[src/rtl/mic_sweep_gen_pkg.sv]
// Shared encodings for the MIC sweep generator: sweep modes, sweep direction
// and default widths.
package mic_sweep_gen_pkg;

    localparam int CNT_W_DEF   = 12;
    localparam int DWELL_W_DEF = 16;

    typedef enum logic [1:0] {
        MODE_UP    = 2'd0,
        MODE_DOWN  = 2'd1,
        MODE_TRI   = 2'd2,
        MODE_FIXED = 2'd3
    } mode_e;

    typedef enum logic {
        DIR_UP   = 1'b0,
        DIR_DOWN = 1'b1
    } dir_e;

endpackage

[src/rtl/mic_sweep_gen_if.sv]
// Control/config inputs and stimulus outputs of the MIC sweep generator.
// The bench drives the master side; the generator sits on the slave side.
interface mic_sweep_gen_if #(
    parameter int CNT_W   = 12,
    parameter int DWELL_W = 16
);
    logic               en;
    logic               restart;
    logic [1:0]         mode;
    logic [CNT_W-1:0]   p_start;
    logic [CNT_W-1:0]   p_stop;
    logic [CNT_W-1:0]   p_step;
    logic [DWELL_W-1:0] dwell_len;
    logic               bypass_clk;

    logic               mic_out;
    logic               pulse;
    logic [CNT_W-1:0]   cur_period;
    logic               sweep_wrap;
    logic               active;
    logic               cfg_err;

    modport master (
        output en, restart, mode, p_start, p_stop, p_step, dwell_len, bypass_clk,
        input  mic_out, pulse, cur_period, sweep_wrap, active, cfg_err
    );

    modport slave (
        input  en, restart, mode, p_start, p_stop, p_step, dwell_len, bypass_clk,
        output mic_out, pulse, cur_period, sweep_wrap, active, cfg_err
    );

endinterface

[src/rtl/mic_sweep_gen_step.sv]
// Combinational next-period computation: one sweep step from the current
// period, with reload/clamp at the limits and direction flip for TRI.
module mic_sweep_gen_step
    import mic_sweep_gen_pkg::*;
#(
    parameter int CNT_W = CNT_W_DEF
) (
    input  logic [CNT_W-1:0] cur,
    input  logic [CNT_W-1:0] step,
    input  logic [CNT_W-1:0] start,
    input  logic [CNT_W-1:0] stop,
    input  mode_e            mode,
    input  dir_e             dir,
    output logic [CNT_W-1:0] nxt,
    output logic             wrap,
    output dir_e             dir_nxt
);

    logic [CNT_W:0]   sum;
    logic [CNT_W:0]   diff;
    logic [CNT_W-1:0] raw;

    // One extra bit so an overflow or a borrow is visible instead of wrapping.
    assign sum  = {1'b0, cur} + {1'b0, step};
    assign diff = {1'b0, cur} - {1'b0, step};

    always_comb begin
        // NOTE: every output gets a default first so no path through the case leaves a latch.
        raw     = cur;
        wrap    = 1'b0;
        dir_nxt = dir;
        if (step != '0) begin
            case (mode)
                MODE_UP: begin
                    if (sum > {1'b0, stop}) begin
                        raw  = start;
                        wrap = 1'b1;
                    end else begin
                        raw = sum[CNT_W-1:0];
                    end
                end
                MODE_DOWN: begin
                    if (diff[CNT_W] || (diff[CNT_W-1:0] < stop)) begin
                        raw  = start;
                        wrap = 1'b1;
                    end else begin
                        raw = diff[CNT_W-1:0];
                    end
                end
                MODE_TRI: begin
                    if (dir == DIR_UP) begin
                        if (sum > {1'b0, stop}) begin
                            raw     = stop;
                            dir_nxt = DIR_DOWN;
                            wrap    = 1'b1;
                        end else begin
                            raw = sum[CNT_W-1:0];
                        end
                    end else begin
                        if (diff[CNT_W] || (diff[CNT_W-1:0] < start)) begin
                            raw     = start;
                            dir_nxt = DIR_UP;
                            wrap    = 1'b1;
                        end else begin
                            raw = diff[CNT_W-1:0];
                        end
                    end
                end
                default: ;
            endcase
        end
        nxt = (raw == '0) ? CNT_W'(1) : raw;
    end

endmodule

[src/rtl/mic_sweep_gen.sv]
// MIC-pin pulse-train generator with a swept period. Holds the config latch,
// phase/dwell counters, the pending-update flag and the registered outputs.
module mic_sweep_gen
    import mic_sweep_gen_pkg::*;
#(
    parameter int               CNT_W   = CNT_W_DEF,
    parameter int               DWELL_W = DWELL_W_DEF,
    parameter logic [CNT_W-1:0] P_RST   = CNT_W'(15)
) (
    input logic            sclk,
    input logic            rst,
    mic_sweep_gen_if.slave bus
);

    mode_e              cfg_mode;
    logic [CNT_W-1:0]   cfg_start;
    logic [CNT_W-1:0]   cfg_stop;
    logic [CNT_W-1:0]   cfg_step;
    logic [DWELL_W-1:0] cfg_dwell;

    logic               active;
    logic               pulse;
    logic               sweep_wrap;
    logic               cfg_err;
    logic [CNT_W-1:0]   cur_period;
    logic [CNT_W-1:0]   phase;
    logic [DWELL_W-1:0] dwell;
    logic               pend;
    dir_e               dir;

    mode_e              in_mode;
    logic               in_bad;
    logic               latch;
    logic               phase_wrap;
    logic               expiry;
    logic               upd;
    logic [CNT_W-1:0]   nxt;
    logic               step_wrap;
    dir_e               dir_nxt;

    assign in_mode = mode_e'(bus.mode);
    assign in_bad  = (((in_mode == MODE_UP) || (in_mode == MODE_TRI)) && (bus.p_start > bus.p_stop)) ||
                     ((in_mode == MODE_DOWN) && (bus.p_start < bus.p_stop));
    assign latch   = bus.en && (!active || bus.restart);

    // Updates land only on a phase wrap, so a pulse interval is never cut short.
    assign phase_wrap = (phase == cur_period);
    assign expiry     = (dwell == cfg_dwell);
    assign upd        = phase_wrap && (pend || expiry) && !cfg_err && (cfg_mode != MODE_FIXED);

    mic_sweep_gen_step #(.CNT_W(CNT_W)) u_step (
        .cur     (cur_period),
        .step    (cfg_step),
        .start   (cfg_start),
        .stop    (cfg_stop),
        .mode    (cfg_mode),
        .dir     (dir),
        .nxt     (nxt),
        .wrap    (step_wrap),
        .dir_nxt (dir_nxt)
    );

    // NOTE: state registers use non-blocking assignments so every register sees pre-edge values.
    always_ff @(posedge sclk or negedge rst) begin
        if (!rst) begin
            cfg_mode   <= MODE_UP;
            cfg_start  <= '0;
            cfg_stop   <= '0;
            cfg_step   <= '0;
            cfg_dwell  <= '0;
            active     <= 1'b0;
            pulse      <= 1'b0;
            sweep_wrap <= 1'b0;
            cfg_err    <= 1'b0;
            cur_period <= P_RST;
            phase      <= '0;
            dwell      <= '0;
            pend       <= 1'b0;
            dir        <= DIR_UP;
        end else if (active && !bus.en) begin
            active     <= 1'b0;
            pulse      <= 1'b0;
            sweep_wrap <= 1'b0;
            phase      <= '0;
            dwell      <= '0;
            pend       <= 1'b0;
        end else if (latch) begin
            cfg_mode   <= in_mode;
            cfg_start  <= bus.p_start;
            cfg_stop   <= bus.p_stop;
            cfg_step   <= bus.p_step;
            cfg_dwell  <= bus.dwell_len;
            cfg_err    <= in_bad;
            cur_period <= (bus.p_start == '0) ? CNT_W'(1) : bus.p_start;
            active     <= 1'b1;
            pulse      <= 1'b0;
            sweep_wrap <= 1'b0;
            phase      <= '0;
            dwell      <= '0;
            pend       <= 1'b0;
            dir        <= (in_mode == MODE_DOWN) ? DIR_DOWN : DIR_UP;
        end else if (active) begin
            sweep_wrap <= 1'b0;
            if (phase_wrap) begin
                phase <= '0;
                pulse <= 1'b1;
            end else begin
                phase <= phase + 1'b1;
                pulse <= 1'b0;
            end
            dwell <= expiry ? '0 : dwell + 1'b1;
            // Expiries arriving while an update is already pending collapse into it.
            if (upd) begin
                cur_period <= nxt;
                dir        <= dir_nxt;
                sweep_wrap <= step_wrap;
                pend       <= 1'b0;
            end else if (expiry) begin
                pend <= 1'b1;
            end
        end
    end

    assign bus.mic_out    = active ? pulse : bus.bypass_clk;
    assign bus.pulse      = pulse;
    assign bus.cur_period = cur_period;
    assign bus.sweep_wrap = sweep_wrap;
    assign bus.active     = active;
    assign bus.cfg_err    = cfg_err;

endmodule

[src/flat_wrapper.sv]
// flat-port wrapper written by rule: the top's interface ports become plain ports
module mic_sweep_gen_flat import mic_sweep_gen_pkg::*;
#(
    parameter int               CNT_W   = CNT_W_DEF,
    parameter int               DWELL_W = DWELL_W_DEF,
    parameter logic [CNT_W-1:0] P_RST   = CNT_W'(15)
)
  (sclk, rst, bus_en, bus_restart, bus_mode, bus_p_start, bus_p_stop, bus_p_step, bus_dwell_len, bus_bypass_clk, bus_mic_out, bus_pulse, bus_cur_period, bus_sweep_wrap, bus_active, bus_cfg_err);
  mic_sweep_gen_if #(.CNT_W(CNT_W), .DWELL_W(DWELL_W)) bus_i ();
  input logic sclk;
  input logic rst;
  input wire logic [$bits(bus_i.en)-1:0] bus_en;
  input wire logic [$bits(bus_i.restart)-1:0] bus_restart;
  input wire logic [$bits(bus_i.mode)-1:0] bus_mode;
  input wire logic [$bits(bus_i.p_start)-1:0] bus_p_start;
  input wire logic [$bits(bus_i.p_stop)-1:0] bus_p_stop;
  input wire logic [$bits(bus_i.p_step)-1:0] bus_p_step;
  input wire logic [$bits(bus_i.dwell_len)-1:0] bus_dwell_len;
  input wire logic [$bits(bus_i.bypass_clk)-1:0] bus_bypass_clk;
  output wire logic [$bits(bus_i.mic_out)-1:0] bus_mic_out;
  output wire logic [$bits(bus_i.pulse)-1:0] bus_pulse;
  output wire logic [$bits(bus_i.cur_period)-1:0] bus_cur_period;
  output wire logic [$bits(bus_i.sweep_wrap)-1:0] bus_sweep_wrap;
  output wire logic [$bits(bus_i.active)-1:0] bus_active;
  output wire logic [$bits(bus_i.cfg_err)-1:0] bus_cfg_err;
  assign bus_i.en = bus_en;
  assign bus_i.restart = bus_restart;
  assign bus_i.mode = bus_mode;
  assign bus_i.p_start = bus_p_start;
  assign bus_i.p_stop = bus_p_stop;
  assign bus_i.p_step = bus_p_step;
  assign bus_i.dwell_len = bus_dwell_len;
  assign bus_i.bypass_clk = bus_bypass_clk;
  assign bus_mic_out = bus_i.mic_out;
  assign bus_pulse = bus_i.pulse;
  assign bus_cur_period = bus_i.cur_period;
  assign bus_sweep_wrap = bus_i.sweep_wrap;
  assign bus_active = bus_i.active;
  assign bus_cfg_err = bus_i.cfg_err;
  mic_sweep_gen #(.CNT_W(CNT_W), .DWELL_W(DWELL_W), .P_RST(P_RST)) u_core (.sclk(sclk), .rst(rst), .bus(bus_i));
endmodule
[config.mk]
export PLATFORM = sky130hd
export DESIGN_NAME = mic_sweep_gen_flat
export DESIGN_NICKNAME = d
export VERILOG_FILES = /design/src/rtl/mic_sweep_gen_pkg.sv /design/src/rtl/mic_sweep_gen_if.sv /design/src/rtl/mic_sweep_gen_step.sv /design/src/rtl/mic_sweep_gen.sv /design/src/flat_wrapper.sv
export SDC_FILE = /design/constraint.sdc
export NUM_CORES = 1
export LEC_CHECK = 0
export BUFFER_PORTS_ARGS = -buffer_cell sky130_fd_sc_hd__buf_2
export CORE_MARGIN = 2
export CORE_UTILIZATION = 60
export DETAILED_ROUTE_END_ITERATION = 7
export PLACE_DENSITY = 0.8
export RECOVER_POWER = 50
export SYNTH_ARGS = -nofsm -noshare
export SYNTH_HDL_FRONTEND = slang
export SYNTH_HIERARCHICAL = 1
export SYNTH_SLANG_ARGS = --single-unit
[constraint.sdc]
create_clock -name sclk -period 9.2 [get_ports sclk]
set_input_delay 0 -clock sclk [delete_from_list [all_inputs] [get_ports sclk]]
set_output_delay 0 -clock sclk [all_outputs]
set_load 0.01 [all_outputs]
# Yosys cells after proc, flatten, opt, wreduce, memory -nomap -nowiden
# Index checks and enable logic that the tools add are counted.
[word_totals]
reg_bits = 100
input_bits = 59
out_inout_bits = 17
word_cells = 113
[op_classes]
addsub = 4
order_cmp = 5
n_eq_ne = 7
mux = 50
bitwise = 1
reduce_logical = 32
[op_table]
columns = ["cell", "n"]
rows = [
  ["2-to-1 mux 12 bit", 15],
  ["2-to-1 mux 16 bit", 4],
  ["less-than comparator 12 bit", 3],
  ["one-hot mux 12 bit (3 select lines)", 1],
  ["2-to-1 mux 1 bit", 29],
  ["logical NOT 12 bit", 2],
  ["adder 16 x 1 -> 16 bit (second input constant)", 1],
  ["equality test 16 bit", 1],
  ["adder 12 x 12 -> 13 bit", 1],
  ["> comparator 13 x 12 -> 1 bit", 1],
  ["subtractor 12 x 12 -> 13 bit", 1],
  ["adder 12 x 1 -> 12 bit (second input constant)", 1],
  ["equality test 12 bit", 1],
  ["> comparator 12 bit", 1],
  ["nonzero test 12 bit", 1],
  ["nonzero test 2 bit", 5],
  ["logical AND 1 bit", 7],
  ["logical OR 1 bit", 6],
  ["AND reduction 5 bit", 1],
  ["equality test 2 x 1 -> 1 bit (second input constant)", 2],
  ["equality test 2 bit (second input constant)", 2],
  ["logical NOT 2 bit", 2],
  ["AND reduction 2 bit", 2],
  ["nonzero test 4 bit", 1],
  ["other kinds (6)", 8],
]

# Depth between registers and ports, before layout
[depth]
ltp_word = 12
ltp_mapped = 23
depth_no_buf = 22

# Modules after synthesis
# The synthesis kept the hierarchy.
[modules_own_cells]
columns = ["mod", "n_inst", "cells_each", "area_each_um2", "seq_area_each_um2"]
rows = [
  ["mic_sweep_gen", 1, 514, 5034.8, 2507.4],
  ["mic_sweep_gen_step", 1, 460, 3171.8, 0.0],
]

# Least setup slack after synthesis
# OpenSTA, ideal clock, no wires.
[synth_timing]
kind = "register to register"
startpoint = "register u_core.cur_period[0] (netlist: u_core/bus.cur_period[0])"
endpoint = "register u_core.cur_period[0] (netlist: u_core/bus.cur_period[0])"
setup_time_ns = 0.083
arrival_ns = 4.630
required_ns = 9.117
slack_ns = 4.487
path_stages_with_launch = 23
path_buffers = 2
synth_period_minus_slack_ns = 4.713
path_cell_list = "dfstp_2 -> ha_1 -> inv_1 -> fa_1 -> nor2_4 -> o311ai_2 -> o311ai_2 -> a221oi_1 -> xnor2_1 -> inv_1 -> ha_1 -> a211oi_1 -> nand2_1 -> a2111oi_2 -> o32ai_4 -> or2_1 -> buf_2 -> buf_2 -> o21ai_1 -> mux2i_1 -> a221o_1 -> a21o_1 -> a221o_1"
[synth_via]
elab_chain_len = 12
elab_cells_between_ends = 25
cone_classes = "add/sub: 2; order compare: 3; eq/ne: 1; mux: 11; reduce/logical: 8"
[synth_lines]
columns = ["element", "line_no", "rtl"]
rows = [
  ["from (decl)", "mic_sweep_gen.sv:25", "logic [CNT_W-1:0] cur_period;"],
  ["from (signal assigned)", "mic_sweep_gen.sv:94", "cur_period <= (bus.p_start == '0) ? CNT_W'(1) : bus.p_start;"],
  ["from (signal assigned)", "mic_sweep_gen.sv:114", "cur_period <= nxt;"],
  ["subtractor 12 x 12 -> 13 bit", "mic_sweep_gen_step.sv:25", "assign diff = {1'b0, cur} - {1'b0, step};"],
  ["less-than comparator 12 bit", "mic_sweep_gen_step.sv:60", "if (diff[CNT_W] || (diff[CNT_W-1:0] < start)) begin"],
  ["logical OR 1 bit", "mic_sweep_gen_step.sv:60", ""],
  ["2-to-1 mux 12 bit", "mic_sweep_gen_step.sv:60", ""],
  ["2-to-1 mux 12 bit", "mic_sweep_gen_step.sv:51", "if (dir == DIR_UP) begin"],
  ["one-hot mux 12 bit (3 select lines)", "mic_sweep_gen_step.sv:33", "case (mode)"],
  ["2-to-1 mux 12 bit *", "mic_sweep_gen_step.sv:32", "if (step != '0) begin"],
  ["logical NOT 12 bit", "mic_sweep_gen_step.sv:72", "nxt = (raw == '0) ? CNT_W'(1) : raw;"],
  ["2-to-1 mux 12 bit *", "mic_sweep_gen_step.sv:72", ""],
  ["net u_core.nxt[0]", "mic_sweep_gen.sv:37", "logic [CNT_W-1:0] nxt;"],
  ["2-to-1 mux 12 bit *", "mic_sweep_gen.sv:113", "if (upd) begin"],
  ["2-to-1 mux 12 bit *", "mic_sweep_gen.sv:102", "end else if (active) begin"],
  ["2-to-1 mux 12 bit *", "mic_sweep_gen.sv:87", "end else if (latch) begin"],
]
# The timed path passes the listed nets; every way through them passes the cells marked *. The select of a mux whose other input is x is not followed.
# A chain may end at the register's enable or synchronous reset.

# Worst setup path in the final report
# Ends and elaborated chain as after synthesis.

==> results.toml <==
[outcome]
status = "complete, but fails checks"
violations = "capacitance limit, slew limit"

[global_route]
grt_max_degree = 77
grt.busiest_layer = "met2"
antenna_found_initial = 0
grt_overflow = 0
grt_usage_pct = 39.3
grtUsageMet3_pct = 9.54
grt_pass1_wl_mm = 43.4
use_met2_pct = 62.9
grt_pass1_vias = 7780
grt_util_met1_pct = 49.6

[pwr]
p_sw_mw = 0.873
combPwrFrac_pct = 50.6
sw_frac_of_total_pct = 44.0
pwr-share-clk_pct = 20.9
peakVddDrop_v = 0.000136
p_int_mw = 1.11
powerDensity_mw_per_mm2 = 211
finalPower_mw = 1.98
leakagePower_nw = 4.38
p_seq_share_pct = 28.5

[timing]
layout_setup_ws_ns = 3.38
finalCritPeriodShare_pct = 63.2
tightest_slew_ns = 3.99
slew_headroom_pct = -166
finalSetupViolCount = 0
rsz0062_at_grt = "false"
hold_viol = 0
layout_min_cycle_time_ns = 5.82
clock_skew_ns = 0.0124
fmax_mhz = 172
fin_tns_setup_ns = 0
finalMaxSlewViolations = 77

[clock_network]
clock_sinks = 100
cts_buffers = 9
insertion_delay_ns = 0.35
clockBufferDepth = 2
cts_resized = 0
clk_pin_slew_ns = 0.07
post_cts_buffers = 0
h-tree-depth = 3
clock-root-buffer = "clkbuf_16"
cts_tree = "done"

[synth]
synth_cells = 974
synth_area_per_cell_sq_um = 8.43
async_reset_ff_share_pct = 100
seq_area_frac_synth_pct = 30.6
synth-seq-cells = 100
syn_area_sq_mm = 0.00821
synth-edff-count = 0
yosysWarnings = 6
ys_dominant_reg_cell = "dfrtp_1"
syn_nets = 1107
yosys.cell_types.count = 91

[die]
num_io_pins = 76
chipHeight_um = 121
coreArea_sq_mm = 0.0133
die_w_um = 121
rows = 42
start_util_pct = 61.7
dieArea_sq_mm = 0.0146

[routing]
dr.pass1.iters = 5
post_drt_wl_per_cell_um = 22.7
drt_wl_total_mm = 28.3
drtIter0Drc = 953
dr_total_vias = 8093
drc_errors = 0
drtAntennaViolNets = 0
vias_per_cell = 6.48

[finish]
drive_gt1_share_pct = 11.0
insertedDiodeCount = 0
nNetsFinal = 1200
area_growth_pct = 14.4
fillers = 1056

[worst_setup_path]
arrival_ns = 6.11
cp-end-kind = "flip-flop"
cp.required_ns = 9.49
startpoint_type = "flip-flop"
r2r-start = "u_core/bus.cur_period[0]"
cp_max_fo = 8
r2r_cells = 21
critPathLaunch = "u_core/bus.cur_period[0]"
path_class = "reg2reg"

[placed_design]
dp_slack_ns = 3.74
place.gp.congestion = 1.03
dp_hpwl_mm = 20.4
port_buffers = 75

[run]
cap_violations = 1

[min_path]
holdPathStages = 3
hold_class = "in2reg"
hp-start = "bus_p_start[9]"
## final cells by class
class / count / area, sq um / share of cell area [%]
clock inverters: 5 / 83.8 / 0.893
inverters: 70 / 263 / 2.80
repair buffers: 129 / 872 / 9.29
clock buffers: 11 / 243 / 2.58
well taps: 176 / 220 / 2.35
multi-input cells: 757 / 5200 / 55.4
flip-flops and latches: 100 / 2510 / 26.7
## layout by cell type, fill, tap and decap left out, drive strengths merged, types with 11 or more instances in the layout
cell type    synthesis  final
a211oi              11     11
buf                 19     69
clkbuf              28     26
nand2              165    165
xnor2               44     44
dlygate4sd3          0     45
ha                  72     72
inv                 69     70
o311ai              16     16
and3                22     22
a21oi               42     42
dfrtp               96     96
a22o                15     15
nor4                16     16
nand4               13     13
a221o               17     17
o21a                15     15
o21ai               36     36
nand3               33     33
a21o                21     21
nor3                26     26
nor2                55     55
## kinds of logic (layout without fill, tap and decap cells)
group / count (synthesis) / in the layout / share of synthesized area (%)
xor+xnor: 49 / 49 / 5.23
mux: 4 / 4 / 0.518
compound gates: 245 / 245 / 22.9
fa+ha+maj: 74 / 74 / 11.5
simple gates: 385 / 385 / 23.2
buf+inv: 117 / 215 / 6.16
flops: 100 / 100 / 30.6
## repair_timing
item | in CTS | in global routing
endpoints found under the hold margin | 69 | 0
endpoints found under the setup margin | 0 | 0
hold buffers | 45 | 0
## state kept, by name (all words and copies together) (netlist names), 2 cells and up
register / count
u_core/phase: 12
u_core/cfg_dwell: 16
u_core/cfg_step: 12
u_core/cfg_stop: 12
u_core/cfg_mode: 2
u_core/cfg_start: 12
u_core/bus.cur_period: 12
u_core/dwell: 16
## final timing paths
check,endpoint,slack (ns)
worst max-delay path,u_core/bus.cur_period[0],3.38
worst min-delay path,u_core/cfg_start[9],0.08
worst max register to register,u_core/bus.cur_period[0],3.38
worst min register to register,u_core/cfg_start[5],0.48
max in group asynchronous,u_core/phase[1],4.23
min in group asynchronous,u_core/cfg_stop[11],0.52
## critical path: stages (launching register included)
cell,delay (ns)
dfstp_1,0.69
inv_1,0.08
ha_1,0.22
inv_1,0.07
fa_1,0.21
a21o_1,0.19
nand3_4,0.10
a21oi_1,0.21
nor2b_1,0.08
xnor2_1,0.65
ha_1,0.40
a21oi_1,0.15
o211ai_1,0.10
a221oi_1,0.48
a22o_1,0.50
nor2_1,0.10
or2_1,0.30
a22o_1,0.25
a221o_1,0.33
nor4_1,0.34
a21o_1,0.16
a221o_1,0.14
## power by group through the flow
| stage | Combinational [mW] | Sequential, mW | Clock (mW) |
|---|---|---|---|
| 2_1_floorplan | 0.692 | 0.538 | 0 |
| 3_3_place_gp | 0.934 | 0.570 | 0 |
| 3_5_place_dp | 0.943 | 0.570 | 0 |
| 4_1_cts | 0.964 | 0.562 | 0.422 |
| 5_1_grt | 1.07 | 0.570 | 0.440 |
| 6_report | 1.00 | 0.566 | 0.415 |
## cells in the mapped netlist (7+ instances only)
cell type | instances | share of area (%)
nor2_1 | 51 | 2.3
a221o_1 | 17 | 2.1
clkbuf_1 | 27 | 1.2
nor2b_1 | 8 | 0.61
a21oi_1 | 41 | 2.5
o21ai_0 | 34 | 2.1
inv_1 | 69 | 3.2
a22o_1 | 15 | 1.6
o311ai_0 | 13 | 1.4
nand3_1 | 32 | 2.0
and2_1 | 7 | 0.53
o21a_1 | 15 | 1.4
nor3b_1 | 9 | 0.82
nand4_1 | 12 | 0.91
ha_1 | 72 | 11
nand2_1 | 165 | 7.5
o211ai_1 | 8 | 0.73
a21o_1 | 21 | 1.9
nor4_1 | 15 | 1.1
xnor2_1 | 44 | 4.7
a211oi_1 | 10 | 0.91
buf_2 | 10 | 0.61
nor3_1 | 25 | 1.5
and3_1 | 21 | 1.6
nand2b_1 | 7 | 0.53
o31ai_1 | 9 | 0.82
dfrtp_1 | 96 | 29
## routing by layer
metal	vias to the layer above	wire length (um)
li1	3697	-
met1	3851	11100
met2	450	13100
met3	95	2680
met4	0	1420
met5	-	0
## per-stage QoR
stage          area (sq um)  util, %  cells  hold WS (ns)
5_1_grt                9390     70.6   1248        0.0914
3_5_place_dp           8640     65.0   1187       -0.0710
4_1_cts                9410     70.8   1248        0.0693
6_report               9390     70.6   1248        0.0806
3_3_place_gp           8640     65.0   1187       -0.0752
2_1_floorplan          8210        -    974        -0.296
(Power assumes the default switching activity.)
